--- src/rtl/cpu_run_ctrl_if.sv ---
// cpu_run_ctrl_if
// Bundles the run-control request inputs and the status outputs of
// cpu_run_ctrl. clk and reset stay as plain ports on the controller.
//
// Signals:
//   start        one-cycle restart request (controller input)
//   abort        stop request (controller input)
//   cycle_limit  enabled-cycle budget, 0 = unlimited (controller input)
//   halt_pc_en   enable halt-PC stop (controller input)
//   halt_pc      halt address (controller input)
//   pc           current core PC (controller input)
//   cpu_reset    active-high core reset (controller output)
//   cpu_en       core clock enable (controller output)
//   running      high while the core runs (controller output)
//   done         high once a run has stopped (controller output)
//   stop_cause   0 limit, 1 halt-PC, 2 loop, 3 abort (controller output)
//   cycle_count  enabled cycles in the current/last run (controller output)
//   dbg_state    current FSM state (controller output)
//
// Request semantics: there is no ready. start is a single-cycle pulse that
// is acted on only when the controller is in IDLE or DONE and dropped
// otherwise; abort is a level sampled every RESET/RUN cycle and ignored in
// IDLE/DONE. Configuration inputs are only sampled on the accepted start.
interface cpu_run_ctrl_if #(
  parameter int CNT_W = 32,
  parameter int PC_W  = 32
);
  logic             start;
  logic             abort;
  logic [CNT_W-1:0] cycle_limit;
  logic             halt_pc_en;
  logic [PC_W-1:0]  halt_pc;
  logic [PC_W-1:0]  pc;
  logic             cpu_reset;
  logic             cpu_en;
  logic             running;
  logic             done;
  logic [1:0]       stop_cause;
  logic [CNT_W-1:0] cycle_count;
  logic [1:0]       dbg_state;

  modport master (
    output start, abort, cycle_limit, halt_pc_en, halt_pc, pc,
    input  cpu_reset, cpu_en, running, done, stop_cause, cycle_count,
           dbg_state
  );

  modport slave (
    input  start, abort, cycle_limit, halt_pc_en, halt_pc, pc,
    output cpu_reset, cpu_en, running, done, stop_cause, cycle_count,
           dbg_state
  );
endinterface

--- src/rtl/cpu_run_ctrl.sv ---
// cpu_run_ctrl
// Run controller for a core: holds the core in reset for RST_CYCLES after
// start, then enables it until a stop condition (abort, halt-PC match,
// self-loop, cycle limit) and reports the cause and executed-cycle count.
//
// Ports:
//   clk    rising-edge clock
//   reset  asynchronous active-low reset of this block
//   bus    cpu_run_ctrl_if.slave (requests, configuration, status)
//
// cpu_reset/cpu_en/running/done/dbg_state decode the state register only;
// stop_cause and cycle_count are registered.
module cpu_run_ctrl #(
  parameter int CNT_W       = 32,
  parameter int RST_CYCLES  = 2,
  parameter int LOOP_CYCLES = 4,
  parameter int PC_W        = 32
) (
  input  logic           clk,
  input  logic           reset,
  cpu_run_ctrl_if.slave  bus
);

  typedef enum logic [1:0] {
    S_IDLE  = 2'd0,
    S_RESET = 2'd1,
    S_RUN   = 2'd2,
    S_DONE  = 2'd3
  } state_e;

  localparam int RW = (RST_CYCLES > 1) ? $clog2(RST_CYCLES) : 1;
  localparam int LW = $clog2(LOOP_CYCLES + 1);
  localparam logic [RW-1:0] RST_LAST  = RW'(RST_CYCLES - 1);
  localparam logic [LW-1:0] LOOP_LAST = LW'(LOOP_CYCLES);

  state_e           state_q,       state_d;
  logic [RW-1:0]    rst_cnt_q,     rst_cnt_d;
  logic [CNT_W-1:0] limit_q,       limit_d;
  logic             halt_en_q,     halt_en_d;
  logic [PC_W-1:0]  halt_pc_q,     halt_pc_d;
  logic [CNT_W-1:0] cycle_count_q, cycle_count_d;
  logic [1:0]       stop_cause_q,  stop_cause_d;
  logic [PC_W-1:0]  prev_pc_q,     prev_pc_d;
  logic             prev_valid_q,  prev_valid_d;
  logic [LW-1:0]    loop_cnt_q,    loop_cnt_d;

  logic [CNT_W-1:0] cnt_inc;
  logic             pc_same;
  logic [LW-1:0]    loop_cnt_inc;
  logic             loop_hit;
  logic             halt_hit;
  logic             limit_hit;

  // Saturating increment: the count sticks at all-ones.
  assign cnt_inc = (cycle_count_q == '1) ? cycle_count_q
                                         : cycle_count_q + CNT_W'(1);

  // Previous PC is only meaningful after the first RUN cycle of a run.
  assign pc_same      = prev_valid_q && (bus.pc == prev_pc_q);
  assign loop_cnt_inc = pc_same ? loop_cnt_q + LW'(1) : '0;
  assign loop_hit     = pc_same && (loop_cnt_inc == LOOP_LAST);
  assign halt_hit     = halt_en_q && (bus.pc == halt_pc_q);
  // One extra bit so count+1 cannot wrap onto a small limit.
  assign limit_hit    = (limit_q != '0) &&
                        (({1'b0, cycle_count_q} + (CNT_W+1)'(1)) == {1'b0, limit_q});

  always_ff @(posedge clk or negedge reset) begin
    if (!reset) begin
      state_q       <= S_IDLE;
      rst_cnt_q     <= '0;
      limit_q       <= '0;
      halt_en_q     <= 1'b0;
      halt_pc_q     <= '0;
      cycle_count_q <= '0;
      stop_cause_q  <= 2'd0;
      prev_pc_q     <= '0;
      prev_valid_q  <= 1'b0;
      loop_cnt_q    <= '0;
    end else begin
      state_q       <= state_d;
      rst_cnt_q     <= rst_cnt_d;
      limit_q       <= limit_d;
      halt_en_q     <= halt_en_d;
      halt_pc_q     <= halt_pc_d;
      cycle_count_q <= cycle_count_d;
      stop_cause_q  <= stop_cause_d;
      prev_pc_q     <= prev_pc_d;
      prev_valid_q  <= prev_valid_d;
      loop_cnt_q    <= loop_cnt_d;
    end
  end

  always_comb begin
    state_d       = state_q;
    rst_cnt_d     = rst_cnt_q;
    limit_d       = limit_q;
    halt_en_d     = halt_en_q;
    halt_pc_d     = halt_pc_q;
    cycle_count_d = cycle_count_q;
    stop_cause_d  = stop_cause_q;
    prev_pc_d     = prev_pc_q;
    prev_valid_d  = prev_valid_q;
    loop_cnt_d    = loop_cnt_q;

    case (state_q)
      S_IDLE, S_DONE: begin
        if (bus.start) begin
          state_d       = S_RESET;
          rst_cnt_d     = '0;
          limit_d       = bus.cycle_limit;
          halt_en_d     = bus.halt_pc_en;
          halt_pc_d     = bus.halt_pc;
          cycle_count_d = '0;
          stop_cause_d  = 2'd0;
          prev_valid_d  = 1'b0;
          loop_cnt_d    = '0;
        end
      end

      S_RESET: begin
        if (bus.abort) begin
          state_d      = S_DONE;
          stop_cause_d = 2'd3;
        end else if (rst_cnt_q == RST_LAST) begin
          state_d = S_RUN;
        end else begin
          rst_cnt_d = rst_cnt_q + RW'(1);
        end
      end

      S_RUN: begin
        // The stopping cycle is itself an enabled cycle, so it is counted.
        cycle_count_d = cnt_inc;
        prev_pc_d     = bus.pc;
        prev_valid_d  = 1'b1;
        loop_cnt_d    = loop_cnt_inc;
        if (bus.abort) begin
          state_d      = S_DONE;
          stop_cause_d = 2'd3;
        end else if (halt_hit) begin
          state_d      = S_DONE;
          stop_cause_d = 2'd1;
        end else if (loop_hit) begin
          state_d      = S_DONE;
          stop_cause_d = 2'd2;
        end else if (limit_hit) begin
          state_d      = S_DONE;
          stop_cause_d = 2'd0;
        end
      end

      default: state_d = S_IDLE;
    endcase
  end

  assign bus.cpu_reset   = (state_q == S_IDLE) || (state_q == S_RESET);
  assign bus.cpu_en      = (state_q == S_RUN);
  assign bus.running     = (state_q == S_RUN);
  assign bus.done        = (state_q == S_DONE);
  assign bus.stop_cause  = stop_cause_q;
  assign bus.cycle_count = cycle_count_q;
  assign bus.dbg_state   = state_q;

endmodule

--- src/flat_wrapper.sv ---
// flat-port wrapper written by rule: the top's interface ports become plain ports
module cpu_run_ctrl_flat 
#(
  parameter int CNT_W       = 32,
  parameter int RST_CYCLES  = 2,
  parameter int LOOP_CYCLES = 4,
  parameter int PC_W        = 32
)
  (clk, reset, bus_start, bus_abort, bus_cycle_limit, bus_halt_pc_en, bus_halt_pc, bus_pc, bus_cpu_reset, bus_cpu_en, bus_running, bus_done, bus_stop_cause, bus_cycle_count, bus_dbg_state);
  cpu_run_ctrl_if #(.CNT_W(CNT_W), .PC_W(PC_W)) bus_i ();
  input  logic clk;
  input  logic reset;
  input wire logic [$bits(bus_i.start)-1:0] bus_start;
  input wire logic [$bits(bus_i.abort)-1:0] bus_abort;
  input wire logic [$bits(bus_i.cycle_limit)-1:0] bus_cycle_limit;
  input wire logic [$bits(bus_i.halt_pc_en)-1:0] bus_halt_pc_en;
  input wire logic [$bits(bus_i.halt_pc)-1:0] bus_halt_pc;
  input wire logic [$bits(bus_i.pc)-1:0] bus_pc;
  output wire logic [$bits(bus_i.cpu_reset)-1:0] bus_cpu_reset;
  output wire logic [$bits(bus_i.cpu_en)-1:0] bus_cpu_en;
  output wire logic [$bits(bus_i.running)-1:0] bus_running;
  output wire logic [$bits(bus_i.done)-1:0] bus_done;
  output wire logic [$bits(bus_i.stop_cause)-1:0] bus_stop_cause;
  output wire logic [$bits(bus_i.cycle_count)-1:0] bus_cycle_count;
  output wire logic [$bits(bus_i.dbg_state)-1:0] bus_dbg_state;
  assign bus_i.start = bus_start;
  assign bus_i.abort = bus_abort;
  assign bus_i.cycle_limit = bus_cycle_limit;
  assign bus_i.halt_pc_en = bus_halt_pc_en;
  assign bus_i.halt_pc = bus_halt_pc;
  assign bus_i.pc = bus_pc;
  assign bus_cpu_reset = bus_i.cpu_reset;
  assign bus_cpu_en = bus_i.cpu_en;
  assign bus_running = bus_i.running;
  assign bus_done = bus_i.done;
  assign bus_stop_cause = bus_i.stop_cause;
  assign bus_cycle_count = bus_i.cycle_count;
  assign bus_dbg_state = bus_i.dbg_state;
  cpu_run_ctrl #(.CNT_W(CNT_W), .RST_CYCLES(RST_CYCLES), .LOOP_CYCLES(LOOP_CYCLES), .PC_W(PC_W)) u_core (.clk(clk), .reset(reset), .bus(bus_i));
endmodule
--- config.mk ---
export PLATFORM = sky130hd
export DESIGN_NAME = cpu_run_ctrl_flat
export DESIGN_NICKNAME = d
export VERILOG_FILES = /design/src/rtl/cpu_run_ctrl_if.sv /design/src/rtl/cpu_run_ctrl.sv /design/src/flat_wrapper.sv
export SDC_FILE = /design/constraint.sdc
export NUM_CORES = 1
export LEC_CHECK = 0
export BUFFER_PORTS_ARGS = -buffer_cell sky130_fd_sc_hd__clkbuf_2
export CAP_MARGIN = 20
export CORE_UTILIZATION = 41
export CTS_CLUSTER_SIZE = 24
export DETAILED_ROUTE_END_ITERATION = 6
export GPL_ROUTABILITY_DRIVEN = 0
export PLACE_DENSITY = 0.65
export SLEW_MARGIN = 20
export SYNTH_ARGS = -nofsm -noshare
export SYNTH_HDL_FRONTEND = slang
export SYNTH_SLANG_ARGS = --single-unit
--- constraint.sdc ---
create_clock -name clk -period 2.9 [get_ports clk]
set_input_delay 0.29 -clock clk [delete_from_list [all_inputs] [get_ports clk]]
set_output_delay 0.29 -clock clk [all_outputs]
set_load 0.02 [all_outputs]
==> impl_results.md <==
- Status: finished with violations
- Violated checks: negative setup slack
- H-tree depth: 4
- Crit path largest cell delay: 570 ps
- Die area: 19600 um2
- Total of max-cap violations: 0
- FFs w/ async S/R, synth: 1.00
- Sequential fraction of the synthesis area: 0.441
- Worst-path cell chain: ha_4 > nand3_4 > o311a_1 > or4_1 > or4_4 > nor4_4 > buf_4 > o21ai_4 > mux2_4
- Yosys top cell area share: 0.441
- Xor/xnor share of the synthesized area: 0.114
- Final Hold Fails: 0
- Placed insts: 1287
- Die height: 140 um
- Crit path max-delay family: simple AND/OR/NAND/NOR gates
- Worst setup SP type: flop
- 1st-iter DRT viols: 409
- Most common library cell in the layout ignoring fill and taps: nand2_1
- Switch Pwr: 3.72 mW
- Critical path depth: 9
- CTS tree: done
- Fin crit period: 2950 ps
- Initial antenna violation count: 0
- Root buffer cell: clkbuf_16
- Clock skew: 8.88 ps
- Yosys warns: 0
- Internal power: 5.73 mW
- Pre-antenna DRT Iters: 5
- Fmax: 339 MHz
- Synthesized cell area: 7830 um2
- Critical Path End Type: flop
- I/O Pins: 141
- Worst Path Required: 3210 ps
- Buf+Inv Stages, Crit Path: 1
- Max Used Layer: met4
- Pin count of the biggest net entering global routing: 52
- Fillers: 1704
- Distinct cells, synth: 60
- Port-buffer cells: 140
- Static leakage: 4.95 nW
- CP Max Fanout: 6
- Synth Area per Inst: 8.96 um2
- Routed Antenna Nets: 0
- Wire length on met2: 10700 um
- Layout Nets: 1190
- Post-route setup slack: -47.7 ps
- Syn Inst Count: 874
- Most frequent cells in the layout: nand2_1, clkbuf_2, dfrtp_1
- RSZ-0062 raised after global routing: true
- Peak VDD IR: 0.474 mV
- Fin area: 10200 um2
- Switch share: 0.393
- Main area contributors after synthesis: dfrtp_1, nand2_1, xor2_1
- Hold depth: 3
- Synth area leader: dfrtp_1
- # DRC: 0
- Clock buffer depth: 2
- Slew Limit Fails: 0
- Power share of the sequential group: 0.351
- CORE AREA: 18700 um2
- Main synth FF type: dfrtp_1
- All-Layer GR Usage: 0.238
- Vias in the first global route: 6949
- Max_slew headroom: 0.679
- Starting density of the core: 0.418
- Pwr Density: 927 nW/um2
- Worst-margin pin slew: 482 ps
- Clock-pin slew on the worst setup and hold paths: 70 ps
- Vias/cell: 5.35
- Main combinational cell family by area after synthesis: simple AND/OR/NAND/NOR gates
- Synth Area in Compound Gates: 0.107
- Net count after synthesis: 981
- Combinational power share: 0.418
- Total clock buffers created by CTS: 17
- Post-Route WL: 22400 um
- Chip width: 140 um
- Clk Latency, worst-skew pair: 430 ps
- Non-Filler Instances: 1330
- Routed wl met3: 1320 um
- Placed Area: 9450 um2
- Post-Synth Simple-Gate Area: 0.249
- Vias: 7116
- Setup TNS: -47.7 ps
- DRT met1 WL: 9670 um
- Fin crit share: 1.02
- N_diodes: 0
- First-pass GRT wire length: 36100 um
- CTS Sinks: 138
- Crit path DAT: 3260 ps
- Post-place setup slack: -148 ps
- Area delta synth->final: 30.2%
- Cells on worst reg2reg path: 9
- Grt total ovfl: 0
- Tot Pwr: 9.45 mW
- Hold WC Path Type: in -> reg
- Final number of setup-violating endpoints: 1
- Synth Area in Adders: 0.00959
- Wire per inst: 16.8 um
- Clk pwr share: 0.231
- Post-DP HPWL: 16800 um
- CP max stage cell: or4_4
- Path type of the worst setup path: reg -> reg
- Number of flops mapped to enable cells by yosys: 0
- Rows: 50
- Post-synthesis register bit count: 138
- Share of cells above drive strength 1: 0.310
- Post-synthesis mux area share: 0.0480
[logic make-up (layout without fill, tap and decap cells)]
logic type      after synthesis  count (layout)
compound gates              131             131
xor+xnor                    102             102
fa+ha+maj                     6               6
buf+inv                      60             282
flops                       138             138
mux                          33              33
simple gates                404             404
[layout make-up]
type	instances	area (um2)	share of cell area
flip-flops and latches	138	3460	0.340
well taps	234	293	0.0287
inverters	10	37.5	0.00368
repair buffers	240	1540	0.151
multi-input cells	676	4260	0.418
clock buffers	18	429	0.0421
clock inverters	14	163	0.0160
[what timing repair did]
action / 4_1_cts / 5_1_grt
hold endpoints to repair: 33 / 0
buffers inserted: 8 / 2
hold buffers: 1 / 0
resized for setup: 6 / 9
endpoints found under the setup margin: 2 / 4
pin swaps: 7 / 6
[worst reg2reg max path, cell delays in order (launching register included)]
cell	delay, ps
dfrtp_2	390
ha_4	180
nand3_4	130
o311a_1	330
or4_1	530
or4_4	580
nor4_4	150
buf_4	180
o21ai_4	60
mux2_4	300
[power by group through the flow]
stage | Sequential (mW) | Clock (mW) | Combinational, mW
4_1_cts | 3.32 | 2.23 | 3.97
6_report | 3.32 | 2.19 | 3.95
3_3_place_gp | 3.31 | 0 | 3.81
3_5_place_dp | 3.35 | 0 | 3.88
2_1_floorplan | 3.21 | 0 | 2.65
5_1_grt | 3.41 | 2.31 | 4.40
[registers in the layout, indices dropped and copies added, names as in the netlist]
register,flops
u_core.prev_valid_q,1
u_core.bus.stop_cause,2
u_core.bus.cycle_count,32
u_core.bus.dbg_state,2
u_core.limit_q,32
u_core.loop_cnt_q,3
u_core.rst_cnt_q,1
u_core.halt_pc_q,32
u_core.halt_en_q,1
u_core.prev_pc_q,32
[stage by stage]
| step | util | hold slack [ps] |
|---|---|---|
| floorplan | - | -5.59 |
| global placement | 0.505 | 217 |
| detailed placement | 0.505 | 218 |
| CTS | 0.542 | 21.8 |
| global route | 0.545 | 41.3 |
| finish | 0.545 | 41.9 |
[layer usage]
layer / track usage / vias to the layer above
met3: 0.0581 / 40
met5: 0 / -
li1: - / 3469
met4: 0.103 / 0
met1: 0.300 / 3383
met2: 0.390 / 224
[synthesized netlist by cell type (all sizes together) (2+ instances only)]
cell type	number
ha	6
o21ai	43
or3	4
buf	19
a22o	2
o2111ai	3
nand4	25
nand4b	2
nand2b	4
nor2b	6
a21oi	25
a31o	4
xnor2	26
or4	3
a21o	9
nand3	25
or2	2
dfrtp	138
nand3b	3
o2bb2ai	2
nor3b	3
a211oi	2
a22oi	2
nor3	9
inv	10
clkbuf	31
xor2	76
nand2	228
a31oi	8
nor2	34
a211o	3
o41ai	5
and4	10
mux2	33
o211ai	4
and3	11
nor4	30
o31ai	11
and2	3
[path summary, 6_finish.rpt]
kind / from / end / slack (ps)
max: u_core.bus.cycle_count[0]$_DFFE_PN0P_ / u_core.bus.stop_cause[0]$_DFFE_PN0P_ / -50
min: bus_halt_pc[7] / u_core.halt_pc_q[7]$_DFFE_PN0P_ / 40
max reg2reg: u_core.bus.cycle_count[0]$_DFFE_PN0P_ / u_core.bus.stop_cause[0]$_DFFE_PN0P_ / -50
min reg2reg: u_core.halt_en_q$_DFFE_PN0P_ / u_core.halt_en_q$_DFFE_PN0P_ / 490
max in group asynchronous: reset / u_core.prev_pc_q[15]$_DFFE_PN0P_ / 1760
min in group asynchronous: reset / u_core.bus.cycle_count[27]$_DFFE_PN0P_ / 340
(Power assumes the default switching activity.)
